`src/rtl/gfx_mem_arbiter.sv`:
```
// ============================================================================
// gfx_mem_arbiter : shares one memory command slot between display reads and
//                   gfx writes; display is urgent below the fifo low-water mark
// Revision 1.0    : initial release
// ============================================================================
`default_nettype none

module gfx_mem_arbiter #(
  parameter int ADDR_WIDTH   = 10,
  parameter int DATA_WIDTH   = 16,
  parameter int LEVEL_BITS   = 5,
  parameter int LOW_WATER    = 8,
  parameter int MAX_RD_BURST = 4
) (
  input  logic                              clk,
  input  logic                              reset,
  input  logic [LEVEL_BITS-1:0]             fifo_level,
  input  logic [ADDR_WIDTH-1:0]             disp_addr,
  input  logic                              disp_valid,
  output logic                              disp_ready,
  input  logic [ADDR_WIDTH-1:0]             gfx_addr,
  input  logic [DATA_WIDTH-1:0]             gfx_data,
  input  logic                              gfx_valid,
  output logic                              gfx_ready,
  output logic [ADDR_WIDTH-1:0]             mem_addr,
  output logic [DATA_WIDTH-1:0]             mem_wdata,
  output logic                              mem_we,
  output logic                              mem_valid,
  input  logic                              mem_ready,
  output logic                              urgent,
  output logic [$clog2(MAX_RD_BURST+1)-1:0] rd_burst
);

  localparam int RB_W = $clog2(MAX_RD_BURST + 1);
  localparam logic [RB_W-1:0] MAX_RB = RB_W'(MAX_RD_BURST);

  typedef enum logic [0:0] {
    GRANT_DISP = 1'b0,
    GRANT_GFX  = 1'b1
  } state_t;

  state_t                state_q, state_d;
  logic [ADDR_WIDTH-1:0] mem_addr_q, mem_addr_d;
  logic [DATA_WIDTH-1:0] mem_wdata_q, mem_wdata_d;
  logic                  mem_we_q, mem_we_d;
  logic                  mem_valid_q, mem_valid_d;
  logic                  urgent_q, urgent_d;
  logic [RB_W-1:0]       rd_burst_q, rd_burst_d;

  logic slot_free;
  logic grant_disp;
  logic grant_gfx;

  assign slot_free = !mem_valid_q || mem_ready;

  // Arbitration: display wins when alone, when urgent, or while its burst
  // budget lasts; otherwise a waiting gfx write takes the slot.
  always_comb begin
    state_d    = state_q;
    grant_disp = 1'b0;
    grant_gfx  = 1'b0;
    if (!reset && slot_free) begin
      if (disp_valid && (!gfx_valid || urgent_q || (rd_burst_q < MAX_RB))) begin
        grant_disp = 1'b1;
      end else if (gfx_valid) begin
        grant_gfx = 1'b1;
      end
    end
    if (grant_disp) begin
      state_d = GRANT_DISP;
    end else if (grant_gfx) begin
      state_d = GRANT_GFX;
    end
  end

  always_comb begin
    mem_addr_d  = mem_addr_q;
    mem_wdata_d = mem_wdata_q;
    mem_we_d    = mem_we_q;
    mem_valid_d = mem_valid_q;
    rd_burst_d  = rd_burst_q;
    urgent_d    = (32'(fifo_level) < 32'(LOW_WATER));

    if (grant_disp) begin
      mem_addr_d  = disp_addr;
      mem_wdata_d = '0;
      mem_we_d    = 1'b0;
      mem_valid_d = 1'b1;
      rd_burst_d  = (rd_burst_q == MAX_RB) ? MAX_RB : rd_burst_q + RB_W'(1);
    end else if (grant_gfx) begin
      mem_addr_d  = gfx_addr;
      mem_wdata_d = gfx_data;
      mem_we_d    = 1'b1;
      mem_valid_d = 1'b1;
      rd_burst_d  = '0;
    end else if (slot_free) begin
      mem_valid_d = 1'b0;
      if (!gfx_valid) begin
        rd_burst_d = '0;
      end
    end
  end

  always_ff @(posedge clk) begin
    if (reset) begin
      state_q     <= GRANT_GFX;
      mem_addr_q  <= '0;
      mem_wdata_q <= '0;
      mem_we_q    <= 1'b0;
      mem_valid_q <= 1'b0;
      urgent_q    <= 1'b0;
      rd_burst_q  <= '0;
    end else begin
      state_q     <= state_d;
      mem_addr_q  <= mem_addr_d;
      mem_wdata_q <= mem_wdata_d;
      mem_we_q    <= mem_we_d;
      mem_valid_q <= mem_valid_d;
      urgent_q    <= urgent_d;
      rd_burst_q  <= rd_burst_d;
    end
  end

  assign disp_ready = grant_disp;
  assign gfx_ready  = grant_gfx;
  assign mem_addr   = mem_addr_q;
  assign mem_wdata  = mem_wdata_q;
  assign mem_we     = mem_we_q;
  assign mem_valid  = mem_valid_q;
  assign urgent     = urgent_q;
  assign rd_burst   = rd_burst_q;

endmodule

`default_nettype wire

```
`config.mk`:
```
export PLATFORM = sky130hd
export DESIGN_NAME = gfx_mem_arbiter
export DESIGN_NICKNAME = d
export VERILOG_FILES = /design/src/rtl/gfx_mem_arbiter.sv
export SDC_FILE = /design/constraint.sdc
export NUM_CORES = 1
export LEC_CHECK = 0
export ABC_AREA = 1
export ABC_CLOCK_PERIOD_IN_PS = 1250
export CAP_MARGIN = 20
export CORE_UTILIZATION = 34
export DETAILED_ROUTE_END_ITERATION = 16
export PLACE_DENSITY = 0.76
export RECOVER_POWER = 25
export SLEW_MARGIN = 5
export SYNTH_ARGS = -nofsm -noshare
export SYNTH_HDL_FRONTEND = slang
export SYNTH_SLANG_ARGS = --single-unit
```
`constraint.sdc`:
```
create_clock -name clk -period 1.25 [get_ports clk]
set_input_delay 0.3125 -clock clk [delete_from_list [all_inputs] [get_ports clk]]
set_output_delay 0.3125 -clock clk [all_outputs]
set_load 0.05 [all_outputs]
```
==> results.md <==
- Outcome: finished, violations left
- Failing checks: negative setup slack
- Number of max-cap violations: 0
- Clock sinks: 32
- R2R depth: 10
- Largest net degree at the start of global routing: 19
- GP Congestion: 0.745
- Total negative slack: -2.16 ns
- Power, Total: 2.84 mW
- Initial Util: 35.8%
- P&R area growth vs syn: 100%
- Share of layout cells above drive strength 1: 34.3%
- Req. time, crit path: 0.94 ns
- Mapped Area: 0.00145 mm2
- Max Clock Skew: 0.00857 ns
- CP Launch Type: register
- Cts bufs inserted: 5
- Area of the core: 0.00406 mm2
- IO Pins: 80
- Yosys cell types: 23
- Post-synthesis register bit count: 32
- Reg2Reg Launch Point: urgent
- Power per Cell Area: 974 mW/mm2
- Final period util: 115%
- Final #Nets: 344
- Clk slew on worst S/H paths: 0.07 ns
- Vias per Instance: 4.45
- CP endpoint kind: output port
- Worst EP arrival: 1.13 ns
- Fill cell count: 321
- Reg-to-Reg End: mem_addr[6]
- Final setup violation count: 29
- Detail Route Antenna Nets: 0
- Iteration-0 DRC Markers: 72
- Maximum clock insertion buffer count: 2
- Period minus WS final: 1.44 ns
- Drt pass-1 iters: 4
- RSZ-0062 raised after global routing: true
- Die Ht: 67.4 um
- DRC viols: 0
- Placement Cell Area: 0.00269 mm2
- Worst slew pin tran: 0.534 ns
- Wirelength per Cell: 12.8 um
- Overall Global Routing Usage: 20.0%
- Final core occ: 71.8%
- Final WS setup: -0.190 ns
- CP Class: reg -> out
- Hold buffers post-CTS: 0
- Vias in the first global route: 1396
- Slew Limit Fails: 0
- Synth top area share: 44.1%
- Total grt overflow: 0
- FMAX: 694 MHz
- Die Width: 67.4 um
- Detailed Place HPWL: 2870 um
- Leakage power: 1.25 nW
- Yosys top cell by area: dfxtp_1
- Mean Syn Cell Area: 7.49 um2
- Cell area after layout: 0.00291 mm2
- Routed vias: 1545
- First-pass GRT wire length: 6420 um
- Syn nets: 242
- Number of antenna violations at the first check in global routing: 0
- Synth warn: 0
- Ant diodes: 0
- Max VDD drop: 0.000672 V
- Min-delay src: mem_wdata[12]
- Crit Path Max Fanout: 4
- Worst hold path depth: 2
- Max_slew headroom: 64.4%
- Hold Fails Final Rpt: 0
- CTS Root Cell: clkbuf_8
- CTS tree: yes
- Mapped Cells: 194
- Port buffer count: 76
- Drt total wl: 4450 um
- Post-synthesis sequential area ratio: 44.1%
- Top post-synthesis cells by area: dfxtp_1, nor2_1, o21ai_0
- Clk_lat worst skew: 0.29 ns
- R2R setup slack: -0.11 ns
- Die ar.: 0.00454 mm2
- Worst min-delay path class: reg -> reg
- WHS Endpoint: mem_wdata[12]
- FP Rows: 23
- H-tree Lvls: 2
## kinds of logic after synthesis
kind of cell / count (synthesis) / synth area share, %
adders and majority gates: 2 / 1.72
AOI/OAI and AO/OA: 26 / 9.47
buffers and inverters: 28 / 11.3
DFF: 32 / 44.1
and+or+nand+nor: 106 / 33.5
## worst max path at each step
| stage | cells past startpoint | start | to | slack, ns |
|---|---|---|---|---|
| after floorplan | 5 | rd_burst[2] | gfx_ready | -0.09 |
| after global placement | 8 | gfx_valid | mem_wdata[7] | -0.49 |
| after detailed placement | 8 | gfx_valid | mem_wdata[14] | -0.54 |
| after global routing | 6 | mem_valid | gfx_ready | -0.24 |
| after CTS | 6 | urgent | gfx_ready | -0.21 |
| final | 6 | mem_valid | gfx_ready | -0.19 |
## cell type report
type	count	area (um2)	area share (%)
clock buffers	7	97.6	3.35
inverters	20	87.6	3.01
multi-input cells	136	742	25.5
clock inverters	1	5.00	0.172
flip-flops and latches	32	653	22.4
repair buffers	101	1270	43.5
well taps	50	62.6	2.15
## metal layers
layer	share of wire [%]	vias to the layer above	GRT usage, %
met1	44	687	23.1
met5	0	-	0
met3	5.8	6	6.76
met2	48	43	32.8
li1	-	809	-
met4	1.9	0	9.84
## Yosys cell counts, drive strengths merged
cell type  count
a31oi          1
ha             2
nand2         28
a22oi          1
nor2          65
clkinv         1
inv           19
clkbuf         1
nand3         12
o21ai         21
a21oi          3
buf            7
dfxtp         32
nor3           1
## flip-flops by register name, indices dropped and copies added, names as in the netlist
name       cells
mem_we         1
mem_wdata     16
mem_valid      1
rd_burst       3
mem_addr      10
urgent         1
## metrics by stage
step           std cells  worst slack, ns  hold WS [ns]
3_5_place_dp         327           -0.539         0.494
4_1_cts              346           -0.207         0.495
5_1_grt              347           -0.239         0.476
3_3_place_gp         327           -0.485         0.492
6_report             347           -0.190         0.469
2_1_floorplan        194          -0.0878         0.380
## timing repair
| action | in CTS | in global routing |
|---|---|---|
| setup endpoints to repair | 30 | 32 |
| gates cloned | 4 | 1 |
| buffers inserted | 8 | 1 |
| pin swaps | 14 | 10 |
| gates resized for setup | 34 | 10 |
## critical path, stage by stage (launching register included)
cell and delay (ns):
dfxtp_4 0.35, nand2_4 0.10, nand3_4 0.08, inv_4 0.07
nand2_4 0.05, clkinv_4 0.06, buf_12 0.12
## power breakdown
part / internal [mW] / total, mW / switching [mW]
logic: 0.408 / 0.816 / 0.408
registers: 1.06 / 1.11 / 0.0437
clock network: 0.511 / 0.917 / 0.406
## cell usage in the layout (no fill, tap or decap), types with 3 or more instances in the layout
cell             synthesis  layout
nor2_1                  63      62
clkdlybuf4s50_1          0      38
buf_12                   0      29
dfxtp_1                 32      28
nand2_1                 24      19
buf_4                    2      16
inv_1                   17      15
o21ai_1                  1       9
nand3_1                 10       9
o21ai_2                  1       8
nand2_2                  0       5
clkbuf_8                 0       5
buf_2                    0       5
nand2_4                  4       4
buf_6                    4       4
dlygate4sd2_1            0       4
o21ai_0                 19       3
a21oi_1                  3       3
dfxtp_4                  0       3
Note: power is estimated with default switching activity, not from simulation.
==> RTL edit 1, RTL diff (same settings) <==
The parameter `DATA_WIDTH` goes from 16 to 18.
--- a/src/rtl/gfx_mem_arbiter.sv
+++ b/src/rtl/gfx_mem_arbiter.sv
@@ -9,3 +9,3 @@
   parameter int ADDR_WIDTH   = 10,
-  parameter int DATA_WIDTH   = 16,
+  parameter int DATA_WIDTH   = 18,
   parameter int LEVEL_BITS   = 5,
Interface: changed (resized gfx_data and mem_wdata); port bits go from 80 to 84. The function was not compared with the original's and may differ.
==> RTL edit 1 against the original RTL <==
The run still ends with setup timing left; cell area up 8.4%; total power up 2.9%; count of clock-buffer cells in the layout down 1; area after synthesis up 4.0%; worst hold slack better by 16 ps; setup slack worse by 60 ps; register-to-register slack worse by 30 ps; wire length up 4.3%; sequential cell count up 2; sequential share of layout area down 0.42 points.
==> RTL edit 1: results (changes against the original RTL) <==
metric	value	unit	change
synth_nets	252		+4.1%
hold_end	mem_wdata[11]		
fin_nets	359		+4.4%
yosys-top-cells-count	nor2_1, dfxtp_1, nand2_1		
synth_adder_area_share	1.65	%	-0.067 points
gp_congestion	0.706		-5.2%
setup_viol	31		+6.9%
synth_compound_area_share	8.93	%	-0.53 points
largest_register_ffs	18		+2
hold_slack	485	ps	+15.6 ps
worstPathMaxFanout	3		-1
status	finished with violations		
clock_skew	12.6	ps	+4.08 ps
ir_drop	0.636	mV	-5.3%
cts_resized	31		-8.8%
reg2reg_from	mem_valid		
max_slew.worst_pin.slew	576	ps	+42.3 ps
ys_seq_area_share	45.0	%	+0.93 points
dp.cells	339		+3.7%
dp_slack	-490	ps	+49.2 ps
yosys-top-cells-area	dfxtp_1, nor2_1, nand2_1		
r2r-end	mem_wdata[6]		
setup_slack	-250	ps	-59.9 ps
r2r_slack	-140	ps	-30 ps
worstHoldStart	mem_wdata[11]		
layout-drive-gt1-share	38.7	%	+4.4 points
routed_wl	4.64	mm	+4.3%
regArea	694	µm²	+6.3%
grt_first_pass_wirelength	6.64	mm	+3.4%
synthXorXnorAreaFrac	0.579	%	+0.58 points
violations	setup timing		
==> RTL edit 1: cell types whose count changed after synthesis, moves of 2 or more <==
cell	delta
dfxtp_1	+2
nand2_1	+2
nor2_1	+3
o21ai_0	-9
o21ai_1	+10
==> RTL edit 1: how the worst max path moves through the flow <==
stage | from | endpoint | slack, ps | depth (start not counted)
floorplan | rd_burst[2] | gfx_ready | -50 | 5
global placement | reset | mem_we | -440 | 9
detailed placement | mem_ready | mem_addr[1] | -490 | 10
CTS | mem_valid | gfx_ready | -240 | 6
global route | mem_valid | gfx_ready | -300 | 6
finish | mem_valid | gfx_ready | -250 | 6
==> RTL edit 1: worst max-delay path: stages, from the launching register on <==
cell and delay (ps):
dfxtp_4 350, nand2_4 90, nand2_8 70, nor2_4 120, nand2_4 80, inv_4 60, buf_12 130
==> RTL edit 1: cell type report <==
type / count / area share, %
clock buffers: 6 / 2.61
clock inverters: 2 / 0.396
inverters: 19 / 2.58
multi-input cells: 142 / 26.6
flip-flops and latches: 34 / 22.0
well taps: 50 / 1.98
repair buffers: 107 / 43.9
==> RTL edit 1: per-layer routing <==
metal	up-vias	global-route usage [%]	part of all wire (%)
li1	840	-	-
met1	782	23.6	41
met2	50	32.1	51
met3	9	5.59	6.4
met4	0	4.34	1.4
met5	-	0	0
==> RTL edit 1: power by group <==
part,internal (W),switching [W]
combinational,0.000448,0.000444
sequential,0.00113,0.0000469
clock,0.000443,0.000410
==> RTL edit 1: logic make-up after synthesis <==
| kind of cell | Yosys count |
|---|---|
| buf+inv | 28 |
| compound gates | 26 |
| fa+ha+maj | 2 |
| xor+xnor | 1 |
| flops | 34 |
| simple gates | 111 |
==> RTL edit 2, RTL diff (config.mk and constraints unchanged) <==
Made on the original files. Make the reset (`reset`) asynchronous in one clocked block.
--- a/src/rtl/gfx_mem_arbiter.sv
+++ b/src/rtl/gfx_mem_arbiter.sv
@@ -103,3 +103,3 @@
 
-  always_ff @(posedge clk) begin
+  always_ff @(posedge clk or posedge reset) begin
     if (reset) begin
Function: differs if reset is asserted again (counterexample within 4 cycles, from zero or initial values and one cycle with reset high); with reset held inactive, the same outputs for 10 cycles.
==> RTL edit 2 against the original RTL <==
The run still ends with setup timing left; area after synthesis increased by 17%; synthesized cell count decreased by 5.7%; via count increased by 4.7%; core utilization decreased by 0.50 points; first-iteration DRC count decreased by 24%; die area increased by 16%; sequential cell count unchanged; cell count increased by 2.6%; cell area increased by 16%; setup slack got worse by 69 ps; wire length increased by 3.4%; critical path type unchanged; critical endpoint unchanged.
Power is not compared: it rests on default switching activity, and its combinational part moved more than twofold at a synthesized area within 25%.
==> RTL edit 2: results (changes against the original RTL) <==
metric	value	unit	change
status	finished with violations		
violations	setup timing		
yosys_warnings	0		unchanged
antennaDiodeCount	0		unchanged
synth_nets	231		-4.5%
drt_iter0_markers	55		-24%
insertion_delay	280	ps	
synthArstFlopShare	100	%	+100 points
slowest_delay	410	ps	+60 ps
drt_first_pass_iters	4		unchanged
grt_usage	18.8	%	-1.2 points
gp_congestion	0.703		-5.6%
antenna_found_initial	0		unchanged
gr-total-overflow	0		unchanged
clock_path_buffers	2		unchanged
ir_drop	0.818	mV	
cp.arrival	1200	ps	+70 ps
cp_slowest_cell	dfrtp_2		
worstPathMaxFanout	3		-1
clockRootBuffer	clkbuf_8		
yosys-top-cells-count	nand2_1, dfrtp_1, nand3_2		
routed_wl	4.60	mm	+3.4%
setup_tns	-4310	ps	-2140 ps
max_slew.worst_pin.slew	602	ps	+68.1 ps
postLayoutCoreUtil	71.3	%	-0.50 points
setup_slack	-259	ps	-69.4 ps
dpl_cell_area	3030	µm²	+13%
synthFlopType	dfrtp_1		
dp_slack	-469	ps	+69.7 ps
hold_viol_final	0		unchanged
io_buffers	76		unchanged
ys_seq_area_share	47.3	%	+3.2 points
largest_register_ffs	16		unchanged
setup_viol	36		+24%
yosys-top-cells-area	dfrtp_1, nand2_1, nand3_2		
hold_class	input pin to asynchronous set/reset pin		
grt_pass1_vias	1669		+20%
p_leak	1.59	nW	
clock_skew	6.95	ps	-1.62 ps
grt_max_degree	25		+6
num_vias	1617		+4.7%
synth.distinct_cells	17		-26%
cts_buffers	5		unchanged
htree_levels	2		unchanged
grt_first_pass_wirelength	7.53	mm	+17%
layout-drive-gt1-share	44.6	%	+10 points
syn_area_per_cell	9.26	µm²	+24%
fin_nets	336		-2.3%
dp_hpwl	3.37	mm	+17%
clk_transition_reported_paths	70	ps	about the same
critPathTopFamily	flip-flops		
final_cell_count_no_fill	356		+2.6%
## RTL edit 2: repair_timing
item | in CTS | in global routing
cloned | 2 | 1
resized for setup | 14 | 29
buffers inserted | 5 | 4
setup endpoints to repair | 35 | 36
pin swaps | 8 | 18
## RTL edit 2: area by class of cell
type	instances	area, µm²
clock buffers	6	72.6
fillers	363	1360
multi-input cells	125	878
inverters	18	75.1
well taps	67	83.8
clock inverters	2	35.0
flip-flops and latches	32	807
repair buffers	106	1440
## RTL edit 2: cells by family after synthesis
family	after synthesis	synth area share (%)
flops	32	47.3
simple gates	107	36.6
compound gates	15	6.06
fa+ha+maj	2	1.48
buf+inv	27	8.57
## RTL edit 2: final timing paths
check / start / end / slack [ps] / cells past startpoint
worst max-delay path: urgent / gfx_ready / -260 / 6
worst min-delay path: reset / mem_wdata[1] / 210 / 3
worst max register to register: urgent / mem_addr[3] / -180 / 10
worst min register to register: mem_wdata[15] / mem_wdata[15] / 560 / 2
max in group asynchronous: reset / urgent / 430 / 4
min in group clk: fifo_level[4] / urgent / 540 / 2
## RTL edit 2: power by group
part           total [W]  internal, W  leakage [nW]  switching [W]
Combinational    0.00202      0.00102          1.13        0.00101
Sequential       0.00140      0.00120         0.405       0.000202
Clock           0.000959     0.000591        0.0552       0.000368
Total            0.00439      0.00281          1.59        0.00158
## RTL edit 2: per-layer routing
metal  up-vias  share of wire [%]  GRT usage [%]
met2        53                 55           34.6
met1       762                 38           20.4
li1        793                  -              -
met3         9                5.3           4.97
met4         0                1.6           7.84
met5         -                  0              0
## RTL edit 2: worst reg2reg max path: cells and delay by family, from the launching register on
family | cells | cell delay (ps)
buffers and inverters | 4 | 480
and+or+nand+nor | 6 | 470
DFF | 1 | 410
